**config.mk**
```make
export PLATFORM = sky130hd
export DESIGN_NAME = inst_encoder
export DESIGN_NICKNAME = d
export VERILOG_FILES = /design/src/rtl/inst_encoder.sv
export SDC_FILE = /design/constraint.sdc
export NUM_CORES = 1
export LEC_CHECK = 0
export BUFFER_PORTS_ARGS = -buffer_cell sky130_fd_sc_hd__buf_2
export CORE_MARGIN = 5
export CORE_UTILIZATION = 29
export CTS_CLUSTER_SIZE = 10
export DETAILED_ROUTE_END_ITERATION = 12
export GPL_TIMING_DRIVEN = 0
export PLACE_DENSITY = 0.5
export SLEW_MARGIN = 20
export SYNTH_ARGS = -nofsm -noshare
export SYNTH_HDL_FRONTEND = slang
export SYNTH_SLANG_ARGS = --single-unit
export TNS_END_PERCENT = 10
```
**constraint.sdc**
```tcl
create_clock -name clk -period 5.85 [get_ports clk]
set_clock_uncertainty 0.1 [all_clocks]
set_input_delay 0.2925 -clock clk [delete_from_list [all_inputs] [get_ports clk]]
set_output_delay 0.2925 -clock clk [all_outputs]
set_load 0.05 [all_outputs]
```
**src/rtl/inst_encoder.sv**
```systemverilog
// RV32I instruction encoder: packs decoded fields into a 32-bit word, tags it with an
// auto-incrementing word address and flags immediates the chosen format cannot represent.
module inst_encoder #(
  parameter int unsigned ADDR_W = 8
) (
  input  logic              clk,
  input  logic              rst,
  input  logic              clr,
  input  logic              in_valid,
  output logic              in_ready,
  input  logic [2:0]        fmt,
  input  logic [6:0]        opcode,
  input  logic [4:0]        rd,
  input  logic [4:0]        rs1,
  input  logic [4:0]        rs2,
  input  logic [2:0]        funct3,
  input  logic [6:0]        funct7,
  input  logic [31:0]       imm,
  output logic              out_valid,
  input  logic              out_ready,
  output logic [31:0]       out_inst,
  output logic [ADDR_W-1:0] out_addr,
  output logic              err,
  output logic [ADDR_W-1:0] err_addr
);

  localparam logic [2:0] FmtR = 3'd0;
  localparam logic [2:0] FmtI = 3'd1;
  localparam logic [2:0] FmtS = 3'd2;
  localparam logic [2:0] FmtB = 3'd3;
  localparam logic [2:0] FmtU = 3'd4;
  localparam logic [2:0] FmtJ = 3'd5;

  localparam logic [31:0] Nop = 32'h0000_0013;

  logic              out_valid_q, out_valid_d;
  logic [31:0]       out_inst_q, out_inst_d;
  logic [ADDR_W-1:0] out_addr_q, out_addr_d;
  logic [ADDR_W-1:0] addr_cnt_q, addr_cnt_d;
  logic              err_q, err_d;
  logic [ADDR_W-1:0] err_addr_q, err_addr_d;

  logic [31:0] enc_word;
  logic        enc_bad;
  logic        accept;

  // Upper immediate bits must all be copies of the sign bit to survive truncation.
  logic sext12_ok, sext13_ok, sext21_ok;
  assign sext12_ok = (&imm[31:11]) | ~(|imm[31:11]);
  assign sext13_ok = (&imm[31:12]) | ~(|imm[31:12]);
  assign sext21_ok = (&imm[31:20]) | ~(|imm[31:20]);

  always_comb begin
    enc_word = Nop;
    enc_bad  = 1'b1;
    case (fmt)
      FmtR: begin
        enc_word = {funct7, rs2, rs1, funct3, rd, opcode};
        enc_bad  = 1'b0;
      end
      FmtI: begin
        enc_word = {imm[11:0], rs1, funct3, rd, opcode};
        enc_bad  = ~sext12_ok;
      end
      FmtS: begin
        enc_word = {imm[11:5], rs2, rs1, funct3, imm[4:0], opcode};
        enc_bad  = ~sext12_ok;
      end
      FmtB: begin
        enc_word = {imm[12], imm[10:5], rs2, rs1, funct3, imm[4:1], imm[11], opcode};
        enc_bad  = ~sext13_ok | imm[0];
      end
      FmtU: begin
        enc_word = {imm[31:12], rd, opcode};
        enc_bad  = |imm[11:0];
      end
      FmtJ: begin
        enc_word = {imm[20], imm[10:1], imm[11], imm[19:12], rd, opcode};
        enc_bad  = ~sext21_ok | imm[0];
      end
      default: begin
        enc_word = Nop;
        enc_bad  = 1'b1;
      end
    endcase
  end

  assign in_ready = ~rst & ~clr & (~out_valid_q | out_ready);
  assign accept   = in_valid & in_ready;

  always_comb begin
    out_valid_d = out_valid_q;
    out_inst_d  = out_inst_q;
    out_addr_d  = out_addr_q;
    addr_cnt_d  = addr_cnt_q;
    err_d       = err_q;
    err_addr_d  = err_addr_q;
    if (clr) begin
      out_valid_d = 1'b0;
      out_inst_d  = '0;
      out_addr_d  = '0;
      addr_cnt_d  = '0;
      err_d       = 1'b0;
      err_addr_d  = '0;
    end else if (accept) begin
      out_valid_d = 1'b1;
      out_inst_d  = enc_word;
      out_addr_d  = addr_cnt_q;
      addr_cnt_d  = addr_cnt_q + ADDR_W'(1);
      if (enc_bad) begin
        err_d = 1'b1;
        // Only the first offending word since reset/clr is remembered.
        if (!err_q) begin
          err_addr_d = addr_cnt_q;
        end
      end
    end else if (out_valid_q && out_ready) begin
      out_valid_d = 1'b0;
    end
  end

  always_ff @(posedge clk) begin
    if (rst) begin
      out_valid_q <= 1'b0;
      out_inst_q  <= '0;
      out_addr_q  <= '0;
      addr_cnt_q  <= '0;
      err_q       <= 1'b0;
      err_addr_q  <= '0;
    end else begin
      out_valid_q <= out_valid_d;
      out_inst_q  <= out_inst_d;
      out_addr_q  <= out_addr_d;
      addr_cnt_q  <= addr_cnt_d;
      err_q       <= err_d;
      err_addr_q  <= err_addr_d;
    end
  end

  assign out_valid = out_valid_q;
  assign out_inst  = out_inst_q;
  assign out_addr  = out_addr_q;
  assign err       = err_q;
  assign err_addr  = err_addr_q;

endmodule

```
==> results.md <==
* Net Count, Synth at 429
* Max Cap Viol at 0
* H-Tree Depth at 3
* Placed standard-cell area at 3600 um^2
* Die width at 109 um
* Post-synth EDFFs at 0
* I/O pins at 123
* Post-synth ARST share at 0%
* Synth unique cells at 38
* Floorplan core area at 9640 um^2
* Max-slew violations at 0
* Ranking of synthesized cells by area: dfxtp_1 41%, nand2_1 6.1%, nor2_1 5.6%
* Share of cells above drive strength 1 at 28.5%
* Static leakage at 1.66 nW
* Antenna violations before repair at 0
* Flops & latches, synth at between 50 and 60
* Slew HR at between 50 and 60%
* Cell Count, Final, Fillers Out at 624
* Number of clock sinks at 58
* Top cell type's share of synthesized area at approximately two fifths
* WL/cell at between 15 and 20 um
* Number of global-route vias before repair at 3,005
* Detailed Routing Iterations Pass 1 at 4
* Hold Vio Cnt, Final at 0
* Die Y at 109 um
* Reg clk slew, reported paths at roughly 0.070 ns
* Row count at 36
* First-pass GRT wire length at 15,600 um
* Worst-Margin Slew at between 0.6 and 0.7 ns
* DR iter-0 viols at 210
* HP Class: primary input to flop
* CTS buffer count at 9
* Setup Viol. Count Final at 0
* ANT nets after route at 0
* CTS tree: done
* Syn. warnings at 0
* Tmin final at 2.27 ns
* Post-Syn Area at 2840 um^2
* Worst VDD drop at 0.000110 V
* Total placed cells including tap cells at 608
* Initial Utilization at 29.5%
* Largest net degree at the start of global routing at 11
* Gr ovfl total at 0
* Root Buffer: clkbuf_8
* Post-route cell area at 3830 um^2
* CP Launch Type: flop
* Register area share after synthesis at 40.9%
* CP arrival at 2.39 ns
* Status: finished, final reports clean
* Deepest clock path buffer count at 2
* Routability Congestion at just over 0.8
* Nets at approximately 560
* CP Data Required Time at 5.97 ns
* Critical path capture point type: flop
* Antenna Cells at 0
* CP max FO at 10
* Post-CTS Setup Inserts at 0
* Clock latency on the worst-skew pair at 0.34 ns
* Hold WS at between 0.1 and 0.15 ns
* RSZ-0062 raised after global routing: false
* Critical path class: flop to flop
* IO buf count at 119
* Largest area contributor in the netlist: dfxtp_1
* Avg Cell Area, Syn at 7.97 um^2
* CTS hold repair buffers at 0
* Cell count after synthesis at 356
* Vias/cell at around 5.0
* DR vias at about 3.1k
* Dpl hpwl at 8050 um
* Die area at between 10,000 and 15,000 um^2
* PostCTS Resize Cnt at 0
* PwrDens at between 200 and 300 nW/um^2
* Layout area overhead at 34.9%
* Synth Flop Type: dfxtp_1
* F_max at 0.440 GHz
* Drt drc at 0
* Total Routing Usage GR at approximately 17%
* Final setup TNS at 0 ns
* Final wirelength at approximately 10,000 um
* Final period util at between 30% and 40%
==> synthesized netlist by cell type, drive strengths merged, types with 5 or more instances <==
| library cell | count |
|---|---|
| nor3 | 14 |
| nand3 | 7 |
| o31ai | 6 |
| nand4 | 8 |
| nor2 | 42 |
| a21oi | 29 |
| nor4 | 8 |
| inv | 5 |
| nand2 | 46 |
| o21ai | 27 |
| clkbuf | 25 |
| dfxtp | 58 |
| o2111ai | 6 |
| a221oi | 17 |
| a221o | 6 |
| mux2i | 10 |
| nor2b | 8 |
==> logic make-up after synthesis <==
group | after synthesis | synth area share (%)
simple gates | 142 | 23.2
buf+inv | 34 | 4.54
mux | 10 | 3.53
xor+xnor | 6 | 1.85
fa+ha+maj | 1 | 0.441
compound gates | 105 | 25.5
flops | 58 | 40.9
==> cell usage in the layout (no fill, tap or decap), types with 4 or more instances in the layout <==
cell	instances
xor2_1	4
nor3_1	13
a221oi_1	17
nor2_1	42
inv_1	5
o2111ai_1	6
nand2_1	46
mux2i_1	10
o31ai_1	6
or3_1	4
buf_2	120
nor4_1	8
clkbuf_8	11
nand3_1	7
nand4_1	8
dfxtp_1	58
clkbuf_1	26
a221o_1	6
nor2b_1	8
a21oi_1	29
o21ai_0	27
==> final timing paths <==
check / from / to / slack, ns / cells after the start
worst max register to register: out_valid$_SDFFE_PP0P_ / err_addr[2]$_SDFFE_PP0P_ / 3.58 / 6
worst min register to register: out_inst[5]$_SDFFE_PP0P_ / out_inst[5]$_SDFFE_PP0P_ / 0.35 / 2
worst min-delay path: in_valid / out_valid$_SDFFE_PP0P_ / 0.10 / 3
worst max-delay path: out_valid$_SDFFE_PP0P_ / err_addr[2]$_SDFFE_PP0P_ / 3.58 / 6
==> per-layer routing <==
metal / up-vias / track usage (%) / wire [um]
met2: 122 / 27.1 / 4710
met1: 1436 / 22.5 / 4520
met5: - / 0 / 0
li1: 1571 / - / -
met4: 0 / 6.22 / 180
met3: 16 / 4.85 / 845
==> flip-flops by register name, summed over array words and instances, names as in the netlist <==
name and cells:
out_addr 8, addr_cnt_q 8, err_addr 8, err 1
out_inst 32, out_valid 1
==> area by class of cell <==
cell class,instances,area (um^2)
tap,133,166
timing repair buffer,119,596
buffer,28,106
fill,1081,5810
sequential,58,1160
multi-input combinational,264,1550
clock inverter,4,73.8
inverter,6,22.5
clock buffer,12,155
==> per-stage QoR <==
stage | total power (W) | setup slack (ns) | utilization, %
global placement | 0.000550 | 3.40 | 37.4
detailed placement | 0.000551 | 3.37 | 37.4
CTS | 0.000981 | 3.54 | 39.7
floorplan | 0.000493 | 3.34 | -
finish | 0.000974 | 3.58 | 39.7
global route | 0.00102 | 3.34 | 39.7
==> where the power goes <==
group / total [W] / internal [W] / switching [W]
clock: 0.000432 / 0.000263 / 0.000169
sequential: 0.000404 / 0.000401 / 0.00000336
combinational: 0.000138 / 0.0000457 / 0.0000922
==> worst max-delay path: stages (launching register included) <==
cell,delay (ns)
dfxtp_1,0.31
nor2b_1,0.18
nor3b_4,0.46
o211ai_2,0.23
a2111oi_4,0.59
nor3_2,0.13
mux2i_1,0.14
No activity file was read; power rests on OpenSTA's default activity.
